`src/rtl/pix_stream_tx_if.sv`:
```
// Byte stream from an upstream source (valid/ready).
// master: source drives valid/data; slave: sink drives ready.
interface pix_stream_tx_if;
   logic       in_valid;
   logic [7:0] in_data;
   logic       in_ready;

   modport master (
      output in_valid,
      output in_data,
      input  in_ready
   );

   modport slave (
      input  in_valid,
      input  in_data,
      output in_ready
   );
endinterface

```
`src/rtl/pix_stream_tx.sv`:
```
// Paces an upstream byte stream into one framed pixel-strobe frame.
// Ports: sys_clk, sys_rst (async, high), start, up (valid/ready bytes),
// po_flag/po_data/po_sof/po_eol pixel out, busy, frame_done, underrun.
module pix_stream_tx #(
   parameter logic [9:0] COL_MAX   = 10'd99,
   parameter logic [9:0] ROW_MAX   = 10'd99,
   parameter logic [7:0] PIX_GAP   = 8'd1,
   parameter logic [7:0] LINE_GAP  = 8'd4,
   parameter logic [7:0] FRAME_GAP = 8'd16
) (
   input  logic           sys_clk,
   input  logic           sys_rst,
   input  logic           start,
   pix_stream_tx_if.slave up,
   output logic           po_flag,
   output logic [7:0]     po_data,
   output logic           po_sof,
   output logic           po_eol,
   output logic           busy,
   output logic           frame_done,
   output logic           underrun
);

   typedef enum logic [2:0] {
      IDLE,
      PIX,
      GAP,
      LGAP,
      FGAP
   } state_t;

   state_t     state_q, state_d;
   logic [9:0] col_q, col_d;
   logic [9:0] row_q, row_d;
   logic [7:0] gap_q, gap_d;
   logic [7:0] data_q, data_d;
   logic       flag_q, flag_d;
   logic       sof_q, sof_d;
   logic       eol_q, eol_d;
   logic       done_q, done_d;
   logic       urun_q, urun_d;
   logic       xfer;

   // ready depends on state only, never on in_valid
   assign up.in_ready = (state_q == PIX);
   assign xfer        = up.in_valid && (state_q == PIX);

   always_comb begin
      state_d = state_q;
      col_d   = col_q;
      row_d   = row_q;
      gap_d   = gap_q;
      data_d  = data_q;
      flag_d  = 1'b0;
      sof_d   = 1'b0;
      eol_d   = 1'b0;
      done_d  = 1'b0;
      urun_d  = urun_q;
      unique case (state_q)
         IDLE: begin
            if (start) begin
               state_d = PIX;
               urun_d  = 1'b0;
            end
         end
         PIX: begin
            if (xfer) begin
               flag_d = 1'b1;
               data_d = up.in_data;
               sof_d  = (col_q == 10'd0) && (row_q == 10'd0);
               eol_d  = (col_q == COL_MAX);
               if (col_q != COL_MAX) begin
                  col_d = col_q + 10'd1;
                  if (PIX_GAP != 8'd0) begin
                     state_d = GAP;
                     gap_d   = PIX_GAP;
                  end
               end else if (row_q != ROW_MAX) begin
                  // line gap takes the place of the pixel gap
                  col_d = 10'd0;
                  row_d = row_q + 10'd1;
                  if (LINE_GAP != 8'd0) begin
                     state_d = LGAP;
                     gap_d   = LINE_GAP;
                  end
               end else begin
                  col_d = 10'd0;
                  row_d = 10'd0;
                  if (FRAME_GAP != 8'd0) begin
                     state_d = FGAP;
                     gap_d   = FRAME_GAP;
                  end else begin
                     state_d = IDLE;
                     done_d  = 1'b1;
                  end
               end
            end else if ((col_q != 10'd0) || (row_q != 10'd0)) begin
               // waiting before the first pixel is not a starvation
               urun_d = 1'b1;
            end
         end
         GAP, LGAP: begin
            if (gap_q <= 8'd1) begin
               state_d = PIX;
               gap_d   = 8'd0;
            end else begin
               gap_d = gap_q - 8'd1;
            end
         end
         FGAP: begin
            if (gap_q <= 8'd1) begin
               state_d = IDLE;
               gap_d   = 8'd0;
               done_d  = 1'b1;
            end else begin
               gap_d = gap_q - 8'd1;
            end
         end
         default: begin
            state_d = IDLE;
         end
      endcase
   end

   always_ff @(posedge sys_clk or posedge sys_rst) begin
      if (sys_rst) begin
         state_q <= IDLE;
         col_q   <= 10'd0;
         row_q   <= 10'd0;
         gap_q   <= 8'd0;
         data_q  <= 8'd0;
         flag_q  <= 1'b0;
         sof_q   <= 1'b0;
         eol_q   <= 1'b0;
         done_q  <= 1'b0;
         urun_q  <= 1'b0;
      end else begin
         state_q <= state_d;
         col_q   <= col_d;
         row_q   <= row_d;
         gap_q   <= gap_d;
         data_q  <= data_d;
         flag_q  <= flag_d;
         sof_q   <= sof_d;
         eol_q   <= eol_d;
         done_q  <= done_d;
         urun_q  <= urun_d;
      end
   end

   assign po_flag    = flag_q;
   assign po_data    = data_q;
   assign po_sof     = sof_q;
   assign po_eol     = eol_q;
   assign busy       = (state_q != IDLE);
   assign frame_done = done_q;
   assign underrun   = urun_q;

endmodule

```
`src/flat_wrapper.sv`:
```
// flat-port wrapper written by rule: the top's interface ports become plain ports
module pix_stream_tx_flat 
#(
   parameter logic [9:0] COL_MAX   = 10'd99,
   parameter logic [9:0] ROW_MAX   = 10'd99,
   parameter logic [7:0] PIX_GAP   = 8'd1,
   parameter logic [7:0] LINE_GAP  = 8'd4,
   parameter logic [7:0] FRAME_GAP = 8'd16
)
  (sys_clk, sys_rst, start, po_flag, po_data, po_sof, po_eol, busy, frame_done, underrun, up_in_valid, up_in_data, up_in_ready);
  pix_stream_tx_if up_i ();
  input  logic sys_clk;
  input  logic sys_rst;
  input  logic start;
  output logic po_flag;
  output logic [7:0] po_data;
  output logic po_sof;
  output logic po_eol;
  output logic busy;
  output logic frame_done;
  output logic underrun;
  input wire logic [$bits(up_i.in_valid)-1:0] up_in_valid;
  input wire logic [$bits(up_i.in_data)-1:0] up_in_data;
  output wire logic [$bits(up_i.in_ready)-1:0] up_in_ready;
  assign up_i.in_valid = up_in_valid;
  assign up_i.in_data = up_in_data;
  assign up_in_ready = up_i.in_ready;
  pix_stream_tx #(.COL_MAX(COL_MAX), .ROW_MAX(ROW_MAX), .PIX_GAP(PIX_GAP), .LINE_GAP(LINE_GAP), .FRAME_GAP(FRAME_GAP)) u_core (.sys_clk(sys_clk), .sys_rst(sys_rst), .start(start), .up(up_i), .po_flag(po_flag), .po_data(po_data), .po_sof(po_sof), .po_eol(po_eol), .busy(busy), .frame_done(frame_done), .underrun(underrun));
endmodule
```
`config.mk`:
```
export PLATFORM = sky130hd
export DESIGN_NAME = pix_stream_tx_flat
export DESIGN_NICKNAME = d
export VERILOG_FILES = /design/src/rtl/pix_stream_tx_if.sv /design/src/rtl/pix_stream_tx.sv /design/src/flat_wrapper.sv
export SDC_FILE = /design/constraint.sdc
export NUM_CORES = 1
export LEC_CHECK = 0
export ABC_CLOCK_PERIOD_IN_PS = 2460
export BUFFER_PORTS_ARGS = -buffer_cell sky130_fd_sc_hd__buf_2
export CAP_MARGIN = 10
export CORE_UTILIZATION = 50
export DETAILED_ROUTE_END_ITERATION = 10
export PLACE_DENSITY = 0.7
export SLEW_MARGIN = 5
export SYNTH_ARGS = -nofsm -noshare
export SYNTH_HDL_FRONTEND = slang
export SYNTH_SLANG_ARGS = --single-unit
```
`constraint.sdc`:
```
create_clock -name sys_clk -period 2.46 [get_ports sys_clk]
set_input_delay 0.738 -clock sys_clk [delete_from_list [all_inputs] [get_ports sys_clk]]
set_output_delay 0.738 -clock sys_clk [all_outputs]
set_load 0.005 [all_outputs]
```
# Yosys cells after proc, flatten, opt, wreduce, memory -nomap -nowiden
# Index checks and enable logic that the tools add are counted.
# classes
n_reduce_logical	18
addsub	3
n_eq_ne	13
n_bitwise	1
magnitude_cmp	1
muxes	26
# op_table
operator	count
$mux 8	3
$add 10x1->10 const B	2
$logic_not 10->1	2
$mux 10	2
$ne 10x7->1 const B	2
$reduce_bool 10->1	2
$mux 3	6
$pmux 8 s2	1
$pmux 3 s4	1
$mux 1	11
$eq 10x7->1 const B	1
$le 8x1->1 const B	1
$ne 2x1->1 const B	4
$reduce_and 4->1	2
$sub 8x1->8 const B	1
$eq 3x2->1 const B	2
$mux 5	1
$ne 2x2->1 const B	2
$reduce_and 2->1	2
$reduce_bool 2->1	2
$eq 3x1->1 const B	1
$eq 3x3->1 const B	1
$logic_not 3->1	1
$reduce_and 3->1	1
other kinds (7)	8
# word_totals
in_bits	12
ff_bits	44

# Longest topological paths before layout
# depth
ltp_word	5
depth_mapped	7
mapped_depth_nobuf	6

# Least setup slack after synthesis
# No wires, ideal clock.
# synth_path
kind	input to register
from	input up_in_valid
to	register u_core.row_q[8]
arrival_time_ns	1.633
cell_stages	7
setup_slack_ns	0.704
required_time_ns	2.337
setup_time_ns	0.123
cell_sequence	nand4bb_1 -> inv_1 -> nand4_2 -> inv_2 -> buf_4 -> nand4_1 -> xnor2_1
# synth_between
elab_chain_len	2
# synth_lines
element	line_no	source
from (decl)	flat_wrapper.sv:22	input wire logic [$bits(up_i.in_valid)-1:0] up_in_valid;
$logic_and 1x1->1	pix_stream_tx.sv:46	assign xfer = up.in_valid && (state_q == PIX);
$reduce_and 3->1 (no source line)	n/a	
to (signal assigned)	pix_stream_tx.sv:140	row_q <= row_d;
to (decl)	pix_stream_tx.sv:34	logic [9:0] row_q, row_d;
# Every way passes these cells.
# A chain may end at the register's enable or synchronous reset.

# Worst setup path in the final report
# layout_path
from	register u_core.state_q[1]
to	output busy
# layout_between
elab_chain_len	1
# layout_lines
element	line_no	source
from (decl)	pix_stream_tx.sv:32	state_t state_q, state_d;
from (signal assigned)	pix_stream_tx.sv:138	state_q <= state_d;
$reduce_bool 3->1	pix_stream_tx.sv:155	assign busy = (state_q != IDLE);
to (decl)	flat_wrapper.sv:19	output logic busy;
# Every way passes these cells.

==> qor.csv <==
stage,metric,value,unit
global_routing,largest net degree at the start of global routing,24,
critical_path,CP Launch Type,register,
critical_path,CP max FO,8,
timing,Total Neg Setup Slack,0,ps
critical_path,worst path cell trace,nor2_1 -> nand2_1 -> buf_2,
placed_design,placed cell areas,2400,um^2
timing,worst slew pin tran,459,ps
synth,Synth top area share,0.504,
global_routing,first-pass GRT wire length,7150,um
timing,Rel. slew slack,0.691,
die,Top Ports,27,
timing,Final Cycle Share,0.800,
synth,"FF+latch count, synth",44,
die,num rows,23,
drt,Via density,5.68,
power_and_ir_drop,VDD IR-drop max,0.000508,V
clocking,cts repair resizes,0,
critical_path,critical path data arrival time,1230,ps
power_and_ir_drop,Pwr Total,2.47,mW
cells_and_area,layout cells sized above 1,0.175,
timing,Fin. Hold Viols,0,
global_routing,vias in the first global route,1619,
cells_and_area,design area,2490,um^2
clocking,"CTS clk-pin slew, worst paths",70,ps
clocking,Root Buffer Master,clkbuf_8,
cells_and_area,antenna cells,0,
critical_path,CP Capture Type,output pin,
synth,Syn Inst Count,233,
drt,Avg WL per Cell,13.4,um
clocking,Hold Buf Count CTS,0,
die,die width,68.1,um
clocking,CTS buffer count,5,
synth,cell taking the most area after synthesis,dfrtp_1,
cells_and_area,fin nets,285,
global_routing,All-Layer GR Usage,0.206,
power_and_ir_drop,P_sw,0.922,mW
global_routing,gr ovfl total,0,
drt,Residual DRC,0,
power_and_ir_drop,PwrDens,992,nW/um^2
power_and_ir_drop,Seq pwr share,0.431,
drt,DR pass1 iterations,4,
worst_hold_path,Hold Path Class,in -> async,
critical_path,"slowest stage delay, CP",460,ps
timing,final setup fails,0,
power_and_ir_drop,LEAKAGE,1.22,nW
drt,DR vias,1805,
cells_and_area,synthesis-to-layout area growth,14.0,%
synth,Main synth FF type,dfrtp_1,
drt,Routed Wire Length,4250,um
die,die outline height,68.1,um
power_and_ir_drop,Clock power frac,0.185,
clocking,H-Tree Level Count,2,
timing,unrepaired setup endpoints after global routing,false,
synth,Syn Area/Cell,9.38,um^2
timing,highest clock rate,508,MHz
synth,number of synthesized flops with an enable pin,0,
synth,"Async S/R FF share, synth",1.00,
critical_path,worst endpoint required time,1720,ps
synth,Yosys warnings,0,
drt,ANT nets after route,0,
job,max_cap viols,0,
timing,clk_skew,12.7,ps
clocking,# Post-CTS Setup Buffers,0,
placed_design,IO buf count,26,
die,Initial Util,0.535,
synth,synth cell count leaders,"dfrtp_1 (44), nand2_1 (40), inv_1 (20), o21ai_0 (17), nand3_1 (12)",
clocking,Longest Clk Path Bufs,2,
placed_design,hpwl dp,3060,um
synth,"count leader, synth",dfrtp_1,
critical_path,slowest CP cell,dfrtp_1,
synth,top post-synthesis cells by area,"dfrtp_1 (50%), nand2_1 (6.9%), o21ai_0 (3.9%)",
synth,post-synthesis sequential area ratio,0.504,
timing,min Tclk post-route,1970,ps
clocking,clock latency on the worst-skew pair,290,ps
drt,Initial DRC Count,89,
timing,Slew Limit Fails,0,
placed_design,GPL Wtd Cong,0.844,
global_routing,antenna violations before repair,0,
die,DIE AREA,4640,um^2
clocking,clk sinks,44,
synth,Unique masters post-synth,45,
die,core region area,4090,um^2
synth,Syn Nets,251,
critical_path,crit path kind,reg -> out,
power_and_ir_drop,Gate power share,0.384,
outcome,status,completed,
clocking,CTS tree,done,
power_and_ir_drop,Int Pwr,1.55,mW
power_and_ir_drop,Switching Fraction,0.373,
synth,Syn Std Cell Area,2180,um^2
cell families after synthesis:
kind of cell               after synthesis  share of synthesized area
muxes                                    1                    0.00458
adders and majority gates                6                     0.0344
AOI/OAI and AO/OA                       45                      0.127
DFF                                     44                      0.504
xor gates and xnor gates                 9                     0.0361
and+or+nand+nor                        101                      0.244
buffers and inverters                   27                     0.0498
cell type report:
class	count	area, um^2
tap	50	62.6
sequential	44	1100
inverter	21	78.8
clock buffer	8	90.1
timing repair buffer	33	183
fill	355	1600
multi-input combinational	162	975
routing by layer:
layer  global-route usage  vias up  wire, um
met5                    0        -         0
met4               0.0547        0        46
met3               0.0467        7       164
met2                0.338       37      1960
met1                0.274      863      2080
li1                     -      898         -
power by group through the flow:
stage               sequential (mW)  combinational, mW  clock [mW]
global route                   1.09               1.08       0.504
detailed placement             1.07              0.949           0
floorplan                      1.05              0.666           0
global placement               1.07              0.930           0
finish                         1.06              0.948       0.458
CTS                            1.06              0.953       0.473
worst max-delay path: cells and delay by family (launching register included):
kind,cells,cell delay (ps)
DFF,1,460
and+or+nand+nor,2,350
buffers and inverters,1,130
flip-flops by register name, indices dropped and copies added (netlist names):
name	count
u_core.col_q	10
u_core.row_q	10
u_core.gap_q	8
u_core.po_data	8
u_core.state_q	3
u_core.frame_done	1
u_core.po_eol	1
u_core.po_flag	1
u_core.po_sof	1
u_core.underrun	1
cells in the final DEF (no fill, tap or decap), drive strengths merged, types with 2 or more instances in the layout:
master,instances
o22ai,3
o21ai,18
xor2,3
dfrtp,44
a21oi,5
nand4bb,2
inv,20
buf,33
nor2,10
ha,6
o211ai,3
and3,6
a31oi,6
clkbuf,8
nand4,12
o32ai,2
xnor2,6
nand3,12
nor4,4
or2,2
nor3,4
nand2,40
final timing paths:
kind                                                from                            end  slack, ps  cells after the start
max                        u_core.state_q[1]$_DFFE_PP0P_                           busy        490                      3
min reg2reg                u_core.po_data[6]$_DFFE_PP0N_  u_core.po_data[6]$_DFFE_PP0N_        470                      2
min in group sys_clk       u_core.po_data[6]$_DFFE_PP0N_  u_core.po_data[6]$_DFFE_PP0N_        470                      2
max in group asynchronous                        sys_rst    u_core.col_q[6]$_DFFE_PP0N_       1700                      3
min                                              sys_rst  u_core.po_data[6]$_DFFE_PP0N_        290                      2
max reg2reg                  u_core.gap_q[0]$_DFFE_PP0P_  u_core.state_q[0]$_DFFE_PP0P_        500                      7
metrics by stage:
stage / setup slack, ps / util / instances / hold slack [ps]
final: 491 / 0.609 / 318 / 293
after global routing: 415 / 0.609 / 318 / 289
after CTS: 494 / 0.609 / 318 / 290
after detailed placement: 424 / 0.587 / 310 / 458
after global placement: 478 / 0.587 / 310 / 453
after floorplan: 691 / - / 233 / 443
Power figures use the tool's default switching activity.
